File: src/rtl/imem_loader_if.sv
// Byte-stream handshake plus instruction-memory write port between the boot loader and its environment.
// master = loader side (accepts bytes, drives the memory write port); slave = source/memory side.
interface imem_loader_if #(
   parameter int unsigned ADDR_WIDTH = 8
);
   logic [7:0]            rx_data;
   logic                  rx_valid;
   logic                  rx_ready;
   logic                  imem_we;
   logic [ADDR_WIDTH-1:0] imem_addr;
   logic [31:0]           imem_wdata;

   modport master (
      input  rx_data, rx_valid,
      output rx_ready, imem_we, imem_addr, imem_wdata
   );

   modport slave (
      output rx_data, rx_valid,
      input  rx_ready, imem_we, imem_addr, imem_wdata
   );
endinterface

File: src/rtl/imem_loader.sv
// Boot-time loader: assembles big-endian words from a byte stream, writes them to instruction memory and
// holds the core in reset until the load completes. Define IMEM_LOADER_CHECKSUM_EN for a trailing XOR check byte.
module imem_loader #(
   parameter int unsigned ADDR_WIDTH = 8
) (
   input  logic                clk,
   input  logic                reset,
   input  logic                start,
   input  logic [ADDR_WIDTH:0] word_count,
   imem_loader_if.master       bus,
   output logic                cpu_reset,
   output logic                busy,
   output logic                done,
   output logic                error
);
   localparam int unsigned CNT_W = ADDR_WIDTH + 1;

   typedef enum logic [2:0] {
      S_IDLE,
      S_RECV,
      S_WRITE,
      S_CHECK,
      S_DONE
   } state_t;

   state_t                state, state_n;
   logic [CNT_W-1:0]      count_q, count_n;
   logic [CNT_W-1:0]      written_q, written_n;
   logic [1:0]            byte_idx, byte_idx_n;
   logic [ADDR_WIDTH-1:0] addr_n;
   logic [31:0]           wdata_n;
   logic                  rx_ready_n, we_n, cpu_reset_n, busy_n, done_n;
   logic                  accept_c;
`ifdef IMEM_LOADER_CHECKSUM_EN
   logic [7:0]            csum_q, csum_n;
   logic                  error_n;
`endif

   assign accept_c = bus.rx_valid && bus.rx_ready;

   // State and registered outputs
   always_ff @(posedge clk) begin
      if (reset) begin
         state          <= S_IDLE;
         count_q        <= '0;
         written_q      <= '0;
         byte_idx       <= '0;
         bus.rx_ready   <= 1'b0;
         bus.imem_we    <= 1'b0;
         bus.imem_addr  <= '0;
         bus.imem_wdata <= '0;
         cpu_reset      <= 1'b1;
         busy           <= 1'b0;
         done           <= 1'b0;
`ifdef IMEM_LOADER_CHECKSUM_EN
         csum_q         <= '0;
         error          <= 1'b0;
`endif
      end else begin
         state          <= state_n;
         count_q        <= count_n;
         written_q      <= written_n;
         byte_idx       <= byte_idx_n;
         bus.rx_ready   <= rx_ready_n;
         bus.imem_we    <= we_n;
         bus.imem_addr  <= addr_n;
         bus.imem_wdata <= wdata_n;
         cpu_reset      <= cpu_reset_n;
         busy           <= busy_n;
         done           <= done_n;
`ifdef IMEM_LOADER_CHECKSUM_EN
         csum_q         <= csum_n;
         error          <= error_n;
`endif
      end
   end

`ifndef IMEM_LOADER_CHECKSUM_EN
   assign error = 1'b0;
`endif

   // Next-state and next-output logic; outputs are computed one cycle ahead so they leave flops
   always_comb begin
      state_n     = state;
      count_n     = count_q;
      written_n   = written_q;
      byte_idx_n  = byte_idx;
      addr_n      = bus.imem_addr;
      wdata_n     = bus.imem_wdata;
      cpu_reset_n = cpu_reset;
      busy_n      = busy;
      we_n        = 1'b0;
`ifdef IMEM_LOADER_CHECKSUM_EN
      csum_n      = csum_q;
      error_n     = error;
`endif

      unique case (state)
         S_IDLE: begin
            if (start) begin
               busy_n = 1'b1;
               if (word_count != '0) begin
                  state_n     = S_RECV;
                  count_n     = word_count;
                  written_n   = '0;
                  addr_n      = '0;
                  byte_idx_n  = '0;
                  cpu_reset_n = 1'b1;
`ifdef IMEM_LOADER_CHECKSUM_EN
                  csum_n      = '0;
                  error_n     = 1'b0;
`endif
               end else begin
                  state_n = S_DONE;
               end
            end
         end

         S_RECV: begin
            if (accept_c) begin
               // Shifting MSB-first leaves byte 0 in [31:24] once four bytes are in
               wdata_n    = {bus.imem_wdata[23:0], bus.rx_data};
               byte_idx_n = 2'(byte_idx + 2'd1);
`ifdef IMEM_LOADER_CHECKSUM_EN
               csum_n     = csum_q ^ bus.rx_data;
`endif
               if (byte_idx == 2'd3) begin
                  state_n = S_WRITE;
                  we_n    = 1'b1;
               end
            end
         end

         S_WRITE: begin
            addr_n    = ADDR_WIDTH'(bus.imem_addr + 1'b1);
            written_n = CNT_W'(written_q + 1'b1);
            if (written_n == count_q) begin
`ifdef IMEM_LOADER_CHECKSUM_EN
               state_n = S_CHECK;
`else
               state_n = S_DONE;
`endif
            end else begin
               state_n = S_RECV;
            end
         end

`ifdef IMEM_LOADER_CHECKSUM_EN
         S_CHECK: begin
            if (accept_c) begin
               if (bus.rx_data == csum_q) begin
                  state_n = S_DONE;
               end else begin
                  state_n = S_IDLE;
                  error_n = 1'b1;
                  busy_n  = 1'b0;
               end
            end
         end
`endif

         S_DONE: begin
            state_n     = S_IDLE;
            cpu_reset_n = 1'b0;
            busy_n      = 1'b0;
         end

         default: begin
            state_n = S_IDLE;
         end
      endcase

      rx_ready_n = (state_n == S_RECV) || (state_n == S_CHECK);
      done_n     = (state_n == S_DONE);
   end
endmodule

File: src/flat_wrapper.sv
// flat-port wrapper written by rule: the top's interface ports become plain ports
module imem_loader_flat 
#(
   parameter int unsigned ADDR_WIDTH = 8
)
  (clk, reset, start, word_count, cpu_reset, busy, done, error, bus_rx_data, bus_rx_valid, bus_rx_ready, bus_imem_we, bus_imem_addr, bus_imem_wdata);
  imem_loader_if #(.ADDR_WIDTH(ADDR_WIDTH)) bus_i ();
  input  logic clk;
  input  logic reset;
  input  logic start;
  input  logic [ADDR_WIDTH:0] word_count;
  output logic cpu_reset;
  output logic busy;
  output logic done;
  output logic error;
  input wire logic [$bits(bus_i.rx_data)-1:0] bus_rx_data;
  input wire logic [$bits(bus_i.rx_valid)-1:0] bus_rx_valid;
  output wire logic [$bits(bus_i.rx_ready)-1:0] bus_rx_ready;
  output wire logic [$bits(bus_i.imem_we)-1:0] bus_imem_we;
  output wire logic [$bits(bus_i.imem_addr)-1:0] bus_imem_addr;
  output wire logic [$bits(bus_i.imem_wdata)-1:0] bus_imem_wdata;
  assign bus_i.rx_data = bus_rx_data;
  assign bus_i.rx_valid = bus_rx_valid;
  assign bus_rx_ready = bus_i.rx_ready;
  assign bus_imem_we = bus_i.imem_we;
  assign bus_imem_addr = bus_i.imem_addr;
  assign bus_imem_wdata = bus_i.imem_wdata;
  imem_loader #(.ADDR_WIDTH(ADDR_WIDTH)) u_core (.clk(clk), .reset(reset), .start(start), .word_count(word_count), .bus(bus_i), .cpu_reset(cpu_reset), .busy(busy), .done(done), .error(error));
endmodule
File: config.mk
export PLATFORM = sky130hd
export DESIGN_NAME = imem_loader_flat
export DESIGN_NICKNAME = d
export VERILOG_FILES = /design/src/rtl/imem_loader_if.sv /design/src/rtl/imem_loader.sv /design/src/flat_wrapper.sv
export SDC_FILE = /design/constraint.sdc
export NUM_CORES = 1
export LEC_CHECK = 0
export ABC_CLOCK_PERIOD_IN_PS = 2250
export BUFFER_PORTS_ARGS = -buffer_cell sky130_fd_sc_hd__buf_4
export CAP_MARGIN = 40
export CORE_ASPECT_RATIO = 0.5
export CORE_MARGIN = 8
export CORE_UTILIZATION = 53
export DETAILED_ROUTE_END_ITERATION = 10
export GPL_TIMING_DRIVEN = 1
export PLACE_DENSITY = 0.79
export SLEW_MARGIN = 25
export SYNTH_ARGS = -nofsm -noshare
export SYNTH_HDL_FRONTEND = slang
export SYNTH_SLANG_ARGS = --single-unit
File: constraint.sdc
create_clock -name clk -period 2.25 [get_ports clk]
set_input_delay 0.5625 -clock clk [delete_from_list [all_inputs] [get_ports clk]]
set_output_delay 0.5625 -clock clk [all_outputs]
set_load 0.005 [all_outputs]
==> flow_summary.json, run 1 <==
{
  "status": "complete, no violations",
  "p_sw_share_pct": 24.0,
  "io_pins": 67,
  "postCtsSetupBuffers": 0,
  "rsz0062_at_grt": "no",
  "p_leak_nw": 1.43,
  "cp.required_ns": 2.46,
  "pwr-share-clk_pct": 41.5,
  "pre_cts_ws_ns": 0.117,
  "r2r_slack_ns": 0.20,
  "syn_area_per_cell_um2": 8.01,
  "crit_path_start_kind": "register",
  "pwr-share-seq_pct": 51.4,
  "nNetsFinal": 449,
  "max-vdd-ir-drop_v": 0.000438,
  "die_area_um2": 8220,
  "hold_viol": 0,
  "timing.rr.end": "u_core.bus.rx_ready",
  "dr.pass1.iters": 5,
  "dp_hpwl_um": 5400,
  "power.switching_uw": 579,
  "fin_skew_ns": 0.00537,
  "drc": 0,
  "rows": 19,
  "clk_transition_reported_paths_ns": 0.07,
  "cp_max_fo": 7,
  "synthArstFlopShare_pct": 0,
  "grt_overflow": 0,
  "crit_slowest_cell": "dfxtp_1",
  "cts_root_buf": "clkbuf_8",
  "vias_per_cell": 5.49,
  "final_max_slew_viol_count": 0,
  "synth_seq_cells": 68,
  "maxCapViolCount": 0,
  "grt_pass1_wl_um": 12300,
  "slowest_delay_ns": 0.40,
  "critPathKind": "reg2reg",
  "holdPathEnd": "u_core.bus.imem_wdata[24]",
  "setup_violations": 0,
  "fmax_mhz": 487,
  "crit_top_cell": "and2_1",
  "die_w_um": 120,
  "design_area_um2": 3650,
  "fill_cells": 447,
  "syn-cell-area_um2": 2890,
  "clock_sinks": 68,
  "ys_warn_count": 0,
  "grt_max_degree": 39,
  "layout_common_cells": "87 x nand2_1, 77 x buf_4, 68 x dfxtp_1",
  "worstHoldStart": "u_core.bus.imem_wdata[24]",
  "area_growth_pct": 26.3,
  "worstRegToRegCells": 7,
  "portBuffers": 65,
  "tritoncts": "built",
  "setup_ws_ns": 0.196,
  "regArea_um2": 1360,
  "p_per_area_nw_per_um2": 661,
  "grtUsageTotal_pct": 18.5,
  "worstPathCellList": "ha_1 > and2_1 > and2_1 > nand3_1 > a221oi_1 > buf_4 > a31oi_1",
  "route.vias.total": 2759,
  "cp.arrival_ns": 2.26,
  "timing.final.crit_period_ns": 2.05,
  "r2r-start": "u_core.written_q[1]",
  "min_period_over_period_pct": 91.3,
  "cts_resized": 0,
  "finalSetupTns_ns": 0,
  "antenna_cells": 0,
  "end_kind": "register",
  "clockBufferDepth": 2,
  "die_y_um": 68.2,
  "wl_um": 7450,
  "grt_pass1_vias": 2711,
  "drive_gt1_share_pct": 22.8,
  "core_area_um2": 5370,
  "hold_buffers": 0,
  "internal-power_mw": 1.84,
  "layout_commonest_cell": "nand2_1",
  "numCtsBuffers": 9,
  "clk_latency_ns": 0.34,
  "ys.flop_type": "dfxtp_1",
  "ant_nets": 0,
  "synth-edff-count": 0,
  "h-tree-depth": 3,
  "post-route-util_pct": 68.0,
  "synth_cells": 361,
  "place_congestion": 0.864,
  "drt_iter0_drc": 200,
  "antenna_found_initial": 0,
  "multi_input_area_um2": 1410,
  "initial_core_util_pct": 53.8,
  "ys_types": 45,
  "synthesis.nets": 385,
  "routedWlPerCell_um": 14.8,
  "hold_class": "reg2reg",
  "placed_area_um2": 3450,
  "ys_seq_area_share_pct": 47.1,
  "holdPathStages": 2,
  "combPwrFrac_pct": 7.1
}
-- kinds of logic after synthesis --
family                   Yosys count  share of synthesized area [%]
AND/OR/NAND/NOR                  158                           24.7
AO/OA/AOI/OAI                     90                           18.2
flip-flops                        68                           47.1
buffers and inverters             26                           4.07
XOR/XNOR                          15                           4.54
adder cells (fa/ha/maj)            3                           1.30
other                              1                          0.130
-- power by group through the flow --
stage / logic [mW] / clock network, mW / registers, mW
final: 0.171 / 1.00 / 1.24
after global routing: 0.190 / 1.07 / 1.24
after global placement: 0.164 / 0 / 1.27
after detailed placement: 0.170 / 0 / 1.27
after floorplan: 0.104 / 0 / 1.26
after CTS: 0.171 / 1.02 / 1.24
-- worst max-delay path: cells and delay by family (launching register included) --
kind	cells	cell delay, ns
compound gates	2	0.44
fa+ha+maj	1	0.34
buf+inv	1	0.21
flops	1	0.40
simple gates	3	0.53
-- state kept, by name, indices dropped and copies added (netlist names) --
signal and count:
u_core.bus.imem_addr 8, u_core.state 3, u_core.bus.rx_ready 1, u_core.bus.imem_we 1, u_core.cpu_reset 1, u_core.done 1
u_core.byte_idx 2, u_core.bus.imem_wdata 32, u_core.count_q 9, u_core.written_q 9, u_core.busy 1
-- layer usage --
metal | vias to the layer above | track usage (%) | routed length (um)
li1 | 1373 | - | -
met1 | 1304 | 20.5 | 3100
met2 | 68 | 33.5 | 3810
met5 | - | 0 | 0
met3 | 14 | 5.35 | 414
met4 | 0 | 7.70 | 129
-- Yosys cell counts, types with 5 or more instances --
master,instances,share of area (%)
a21oi_1,55,9.5
a31oi_1,7,1.5
and3_1,5,1.1
clkbuf_1,17,2.2
dfxtp_1,68,47
nand2_1,87,11
nand3_1,11,1.9
nor2_1,26,3.4
o21ai_0,9,1.6
or3_1,5,1.1
xnor2_1,6,1.8
xor2_1,9,2.7
-- stage by stage --
step | instances | hold slack, ns | power (mW)
6_report | 503 | 0.463 | 2.42
2_1_floorplan | 361 | 0.441 | 1.37
4_1_cts | 503 | 0.456 | 2.43
3_3_place_gp | 487 | 0.447 | 1.43
5_1_grt | 503 | 0.468 | 2.50
3_5_place_dp | 487 | 0.449 | 1.44
-- area by class of cell --
type,instances,area share (%)
clock inverter,6,1.75
tap,73,2.50
inverter,2,0.205
multi-input combinational,267,38.7
sequential,68,37.3
clock buffer,10,3.77
timing repair buffer,77,15.8
-- worst max path at each step --
stage	endpoint	start	cells past startpoint
6_report	u_core.bus.rx_ready	u_core.written_q[1]	7
4_1_cts	u_core.bus.rx_ready	u_core.written_q[1]	7
3_3_place_gp	u_core.cpu_reset	word_count[3]	6
2_1_floorplan	u_core.done	u_core.written_q[0]	6
5_1_grt	u_core.bus.rx_ready	u_core.written_q[1]	7
3_5_place_dp	u_core.cpu_reset	word_count[3]	6
Power figures use the tool's default switching activity.
==> run 2: changes to the inputs <==
- ABC_AREA: not set -> 1
==> flow_summary.json, run 2 <==
{
  "status": "complete, no violations",
  "fin_skew_ns": 0.00784,
  "cp.arrival_ns": 2.06,
  "antenna_cells": 0,
  "area_growth_pct": 25.0,
  "synth_top_cell_by_area": "dfxtp_1",
  "fill_cells": 479,
  "maxCapViolCount": 0,
  "synth_xor_xnor_area_share_pct": 1.82,
  "numCtsBuffers": 9,
  "hold_viol": 0,
  "synth_compound_area_share_pct": 14.4,
  "place_congestion": 0.786,
  "layout_common_cells": "87 x nor2_1, 69 x buf_4, 68 x dfxtp_1",
  "p_sw_share_pct": 23.4,
  "hold_ws_ns": 0.440,
  "rsz0062_at_grt": "no",
  "pwr-share-seq_pct": 52.1,
  "clk_transition_reported_paths_ns": 0.07,
  "tritoncts": "built",
  "critPathKind": "reg2reg",
  "grt_pass1_vias": 2613,
  "slowest_delay_ns": 0.42,
  "clock_sinks": 68,
  "synth_cells": 397,
  "hold_class": "in2reg",
  "synthArstFlopShare_pct": 0,
  "die_w_um": 120,
  "cp_max_fo": 4,
  "pwr-share-clk_pct": 39.7,
  "multi_input_area_um2": 1350,
  "muxShareOfSynthArea_pct": 0,
  "grt_max_degree": 37,
  "syn-cell-area_um2": 2890,
  "cts_root_buf": "clkbuf_8",
  "pre_cts_ws_ns": 0.311,
  "layout_commonest_cell": "nor2_1",
  "clockBufferDepth": 2,
  "timing.final.crit_period_ns": 1.79,
  "ys_types": 37,
  "ys_seq_area_share_pct": 47.1,
  "ant_nets": 0,
  "clk_latency_ns": 0.34,
  "reg_top3": "u_core.bus.imem_wdata: 32 flops, u_core.count_q: 9 flops, u_core.written_q: 9 flops",
  "core_area_um2": 5370,
  "dp_hpwl_um": 5070,
  "setup_violations": 0,
  "worstPathCellList": "ha_1 > nand2_2 > nor2_2 > nand2_1 > nand2_1 > nand2_1 > nand2_1 > nand2_1 > nor2_2 > nand4_1 > a21oi_1",
  "p_per_area_nw_per_um2": 675,
  "route.vias.total": 2678,
  "post-route-util_pct": 67.3,
  "grt_overflow": 0,
  "final_max_slew_viol_count": 0,
  "h-tree-depth": 3,
  "ys_warn_count": 0,
  "combPwrFrac_pct": 8.3,
  "crit_top_cell": "nand2_1",
  "routedWlPerCell_um": 13.0,
  "dr.pass1.iters": 5,
  "netlist_top_cells_count": "87 x nor2_1, 68 x dfxtp_1, 65 x nand2_1",
  "io_pins": 67,
  "drive_gt1_share_pct": 21.2,
  "min_period_over_period_pct": 79.7,
  "setup_ws_ns": 0.457,
  "synthAdderAreaFrac_pct": 1.30,
  "synth_top_family_by_area": "simple AND/OR/NAND/NOR gates",
  "drt_iter0_drc": 128,
  "synthSimpleGateAreaFrac_pct": 28.9,
  "antenna_found_initial": 0,
  "regArea_um2": 1360,
  "nNetsFinal": 486,
  "syn_area_per_cell_um2": 7.29,
  "power.switching_uw": 572,
  "die_area_um2": 8220,
  "drc": 0,
  "synth-edff-count": 0,
  "internal-power_mw": 1.87,
  "synthesis.nets": 421,
  "grt_pass1_wl_um": 11800,
  "rows": 19,
  "largest_register": "u_core.bus.imem_wdata",
  "max-vdd-ir-drop_v": 0.000428,
  "synth_most_common_cell": "nor2_1",
  "worstMarginPinSlew_ns": 0.609,
  "finalSetupTns_ns": 0,
  "grtUsageTotal_pct": 18.1,
  "ys.flop_type": "dfxtp_1",
  "portBuffers": 65,
  "hold_buffers": 0,
  "yosysTopAreaCellShare_pct": 47.1,
  "crit_path_start_kind": "register",
  "cp.required_ns": 2.51,
  "slew_headroom_pct": 59.4,
  "crit_slowest_cell": "dfxtp_1",
  "postCtsSetupBuffers": 0,
  "die_y_um": 68.2,
  "wl_um": 7030,
  "synth.area.top_cells": "dfxtp_1 47%, nor2_1 11%, nand2_1 8.4%",
  "synth_seq_cells": 68,
  "end_kind": "register",
  "initial_core_util_pct": 53.8,
  "fmax_mhz": 558,
  "largest_reg_flops": 32,
  "p_leak_nw": 1.69,
  "vias_per_cell": 4.97,
  "cts_resized": 0
}
[run 2: worst paths after layout]
path,from,end,slack [ns],cells after the start
setup / recovery,u_core.written_q[0],u_core.done,0.46,11
hold / removal,bus_rx_data[6],u_core.bus.imem_wdata[6],0.44,3
setup reg to reg,u_core.written_q[0],u_core.done,0.46,11
hold reg to reg,u_core.count_q[8],u_core.count_q[8],0.47,2
[run 2: area by class of cell]
cell class | count | area share, %
multi-input cells | 285 | 37.2
clock inverters | 2 | 0.969
flip-flops and latches | 68 | 37.6
repair buffers | 70 | 14.6
clock buffers | 13 | 4.12
well taps | 73 | 2.53
inverters | 28 | 2.91
[run 2: stage by stage]
step / std cells / instance area (um^2) / total power [mW]
floorplan: 397 / 2890 / 1.41
global placement: 523 / 3420 / 1.50
detailed placement: 524 / 3430 / 1.50
CTS: 539 / 3620 / 2.46
global route: 539 / 3620 / 2.54
finish: 539 / 3620 / 2.44
[run 2: critical path: cells and delay by family (launching register included)]
family / cells / cell delay (ns)
adders and majority gates: 1 / 0.26
AOI/OAI and AO/OA: 1 / 0.19
and+or+nand+nor: 9 / 0.83
DFF: 1 / 0.42
[run 2: power by group through the flow]
stage	combinational [mW]	clock, mW	sequential, mW
floorplan	0.114	0	1.29
global placement	0.200	0	1.30
detailed placement	0.203	0	1.30
CTS	0.204	0.986	1.27
global route	0.227	1.04	1.28
finish	0.203	0.969	1.27
[run 2: routing by layer]
layer  GRT usage, %  part of all wire (%)
met3           7.82                   6.0
met2           31.0                    47
met5              0                     0
met1           20.3                    45
met4           6.93                   1.4
[run 2: cell families (layout without fill, tap and decap cells)]
logic type,Yosys count,count (layout)
simple gates,199,199
compound gates,76,76
flops,68,68
buf+inv,44,113
xor+xnor,6,6
fa+ha+maj,3,3
other cells,1,1
==> run 3: changes to the inputs <==
- ABC_CLOCK_PERIOD_IN_PS: 2250 -> 1700
- clock period: 2.25 -> 1.7 ns (I/O delays scaled with it)
==> flow_summary.json, run 3 (synthesis gave the netlist of run 2 again) <==
{
  "die_y_um": 68.2,
  "maxCapViolCount": 0,
  "hold_viol": 0,
  "clock_sinks": 68,
  "grt_pass1_wl_um": 11500,
  "rows": 19,
  "portBuffers": 65,
  "layout_commonest_cell": "nor2_1",
  "timing.final.crit_period_ns": 1.55,
  "die_w_um": 120,
  "drt_iter0_drc": 134,
  "rsz0062_at_grt": "no",
  "cts_root_buf": "clkbuf_8",
  "finalSetupTns_ns": 0,
  "hold_class": "in2reg",
  "reg_top3": "u_core.bus.imem_wdata: 32 flops, u_core.count_q: 9 flops, u_core.written_q: 9 flops",
  "p_total_mw": 3.29,
  "final_max_slew_viol_count": 0,
  "min_period_over_period_pct": 91.1,
  "tritoncts": "built",
  "dp_hpwl_um": 5060,
  "clk_latency_ns": 0.34,
  "nNetsFinal": 494,
  "pwr-share-seq_pct": 51.1,
  "h-tree-depth": 3,
  "place_congestion": 0.844,
  "initial_core_util_pct": 53.8,
  "routedWlPerCell_um": 12.8,
  "wl_um": 7000,
  "p_leak_nw": 1.73,
  "internal-power_mw": 2.49,
  "max-vdd-ir-drop_v": 0.000676,
  "crit_path_start_kind": "register",
  "end_kind": "register",
  "clk_transition_reported_paths_ns": 0.07,
  "area_growth_pct": 28.3,
  "layout_common_cells": "87 x nor2_1, 78 x buf_4, 67 x dfxtp_1",
  "fmax_mhz": 646,
  "numCtsBuffers": 9,
  "cp_max_fo": 10,
  "p_sw_share_pct": 24.4,
  "multi_input_area_um2": 1370,
  "status": "complete, no violations",
  "fin_skew_ns": 0.00781,
  "fill_cells": 463,
  "core_area_um2": 5370,
  "cp.required_ns": 1.93,
  "die_area_um2": 8220,
  "cp.arrival_ns": 1.78,
  "drive_gt1_share_pct": 24.0,
  "grt_pass1_vias": 2551,
  "route.vias.total": 2741,
  "clockBufferDepth": 2,
  "dr.pass1.iters": 4,
  "grtUsageTotal_pct": 17.5,
  "largest_register": "u_core.bus.imem_wdata",
  "antenna_cells": 0,
  "setup_violations": 0,
  "ant_nets": 0,
  "regArea_um2": 1360,
  "combPwrFrac_pct": 8.3,
  "post-route-util_pct": 69.1,
  "hold_buffers": 0,
  "vias_per_cell": 5.00,
  "io_pins": 67,
  "grt_overflow": 0,
  "drc": 0,
  "largest_reg_flops": 32,
  "antenna_found_initial": 0,
  "power.switching_uw": 803,
  "grt_max_degree": 35,
  "p_per_area_nw_per_um2": 886,
  "critPathKind": "reg2reg",
  "pwr-share-clk_pct": 40.5
}
run 3: worst paths after layout:
kind | from | slack, ns | cells after the start | endpoint
min reg2reg | u_core.count_q[8] | 0.48 | 2 | u_core.count_q[8]
min | bus_rx_data[7] | 0.30 | 3 | u_core.bus.imem_wdata[7]
max | u_core.state[1] | 0.15 | 7 | u_core.count_q[0]
max reg2reg | u_core.state[1] | 0.15 | 7 | u_core.count_q[0]
run 3: layout make-up:
cell class / instances / area share (%)
Sequential cell: 68 / 36.7
Tap cell: 73 / 2.46
Clock buffer: 10 / 3.71
Timing Repair Buffer: 78 / 15.8
Multi-Input combinational cell: 285 / 36.8
Clock inverter: 6 / 1.72
Inverter: 28 / 2.83
run 3: per-layer routing:
metal | part of all wire [%] | track usage [%] | vias to the layer above | wire [um]
li1 | - | - | 1433 | -
met1 | 46 | 20.6 | 1230 | 3220
met5 | 0 | 0 | - | 0
met2 | 46 | 29.2 | 64 | 3250
met3 | 5.7 | 6.09 | 14 | 397
met4 | 1.9 | 7.86 | 0 | 132
run 3: stage by stage:
| stage | std cells | area [um^2] | setup WS, ns | hold WS, ns |
|---|---|---|---|---|
| final | 548 | 3710 | 0.152 | 0.299 |
| after global routing | 548 | 3710 | 0.0102 | 0.300 |
| after CTS | 548 | 3690 | 0.0991 | 0.283 |
| after detailed placement | 532 | 3490 | 0.0308 | 0.469 |
| after global placement | 532 | 3490 | 0.0647 | 0.463 |
| after floorplan | 397 | 2890 | 0.227 | 0.444 |
run 3: repair_timing:
item                                    in CTS  in global routing
endpoints found under the setup margin       0                  4
hold endpoints to repair                     0                  0
setup buffers                                0                  0
gates resized for setup                      0                  5
run 3: power by group through the flow:
| stage | clock (mW) | combinational [mW] | sequential, mW |
|---|---|---|---|
| final | 1.33 | 0.274 | 1.68 |
| after CTS | 1.36 | 0.275 | 1.68 |
| after global routing | 1.44 | 0.309 | 1.69 |
| after global placement | 0 | 0.271 | 1.72 |
| after detailed placement | 0 | 0.274 | 1.72 |
| after floorplan | 0 | 0.151 | 1.71 |
run 3: critical path: stages (launching register included):
cell and delay, ns:
dfxtp_1 0.33, nor2_1 0.19, nand2_1 0.11, nor2_2 0.19, nand2_2 0.14, buf_4 0.19, o21ai_0 0.23, nor2_1 0.07
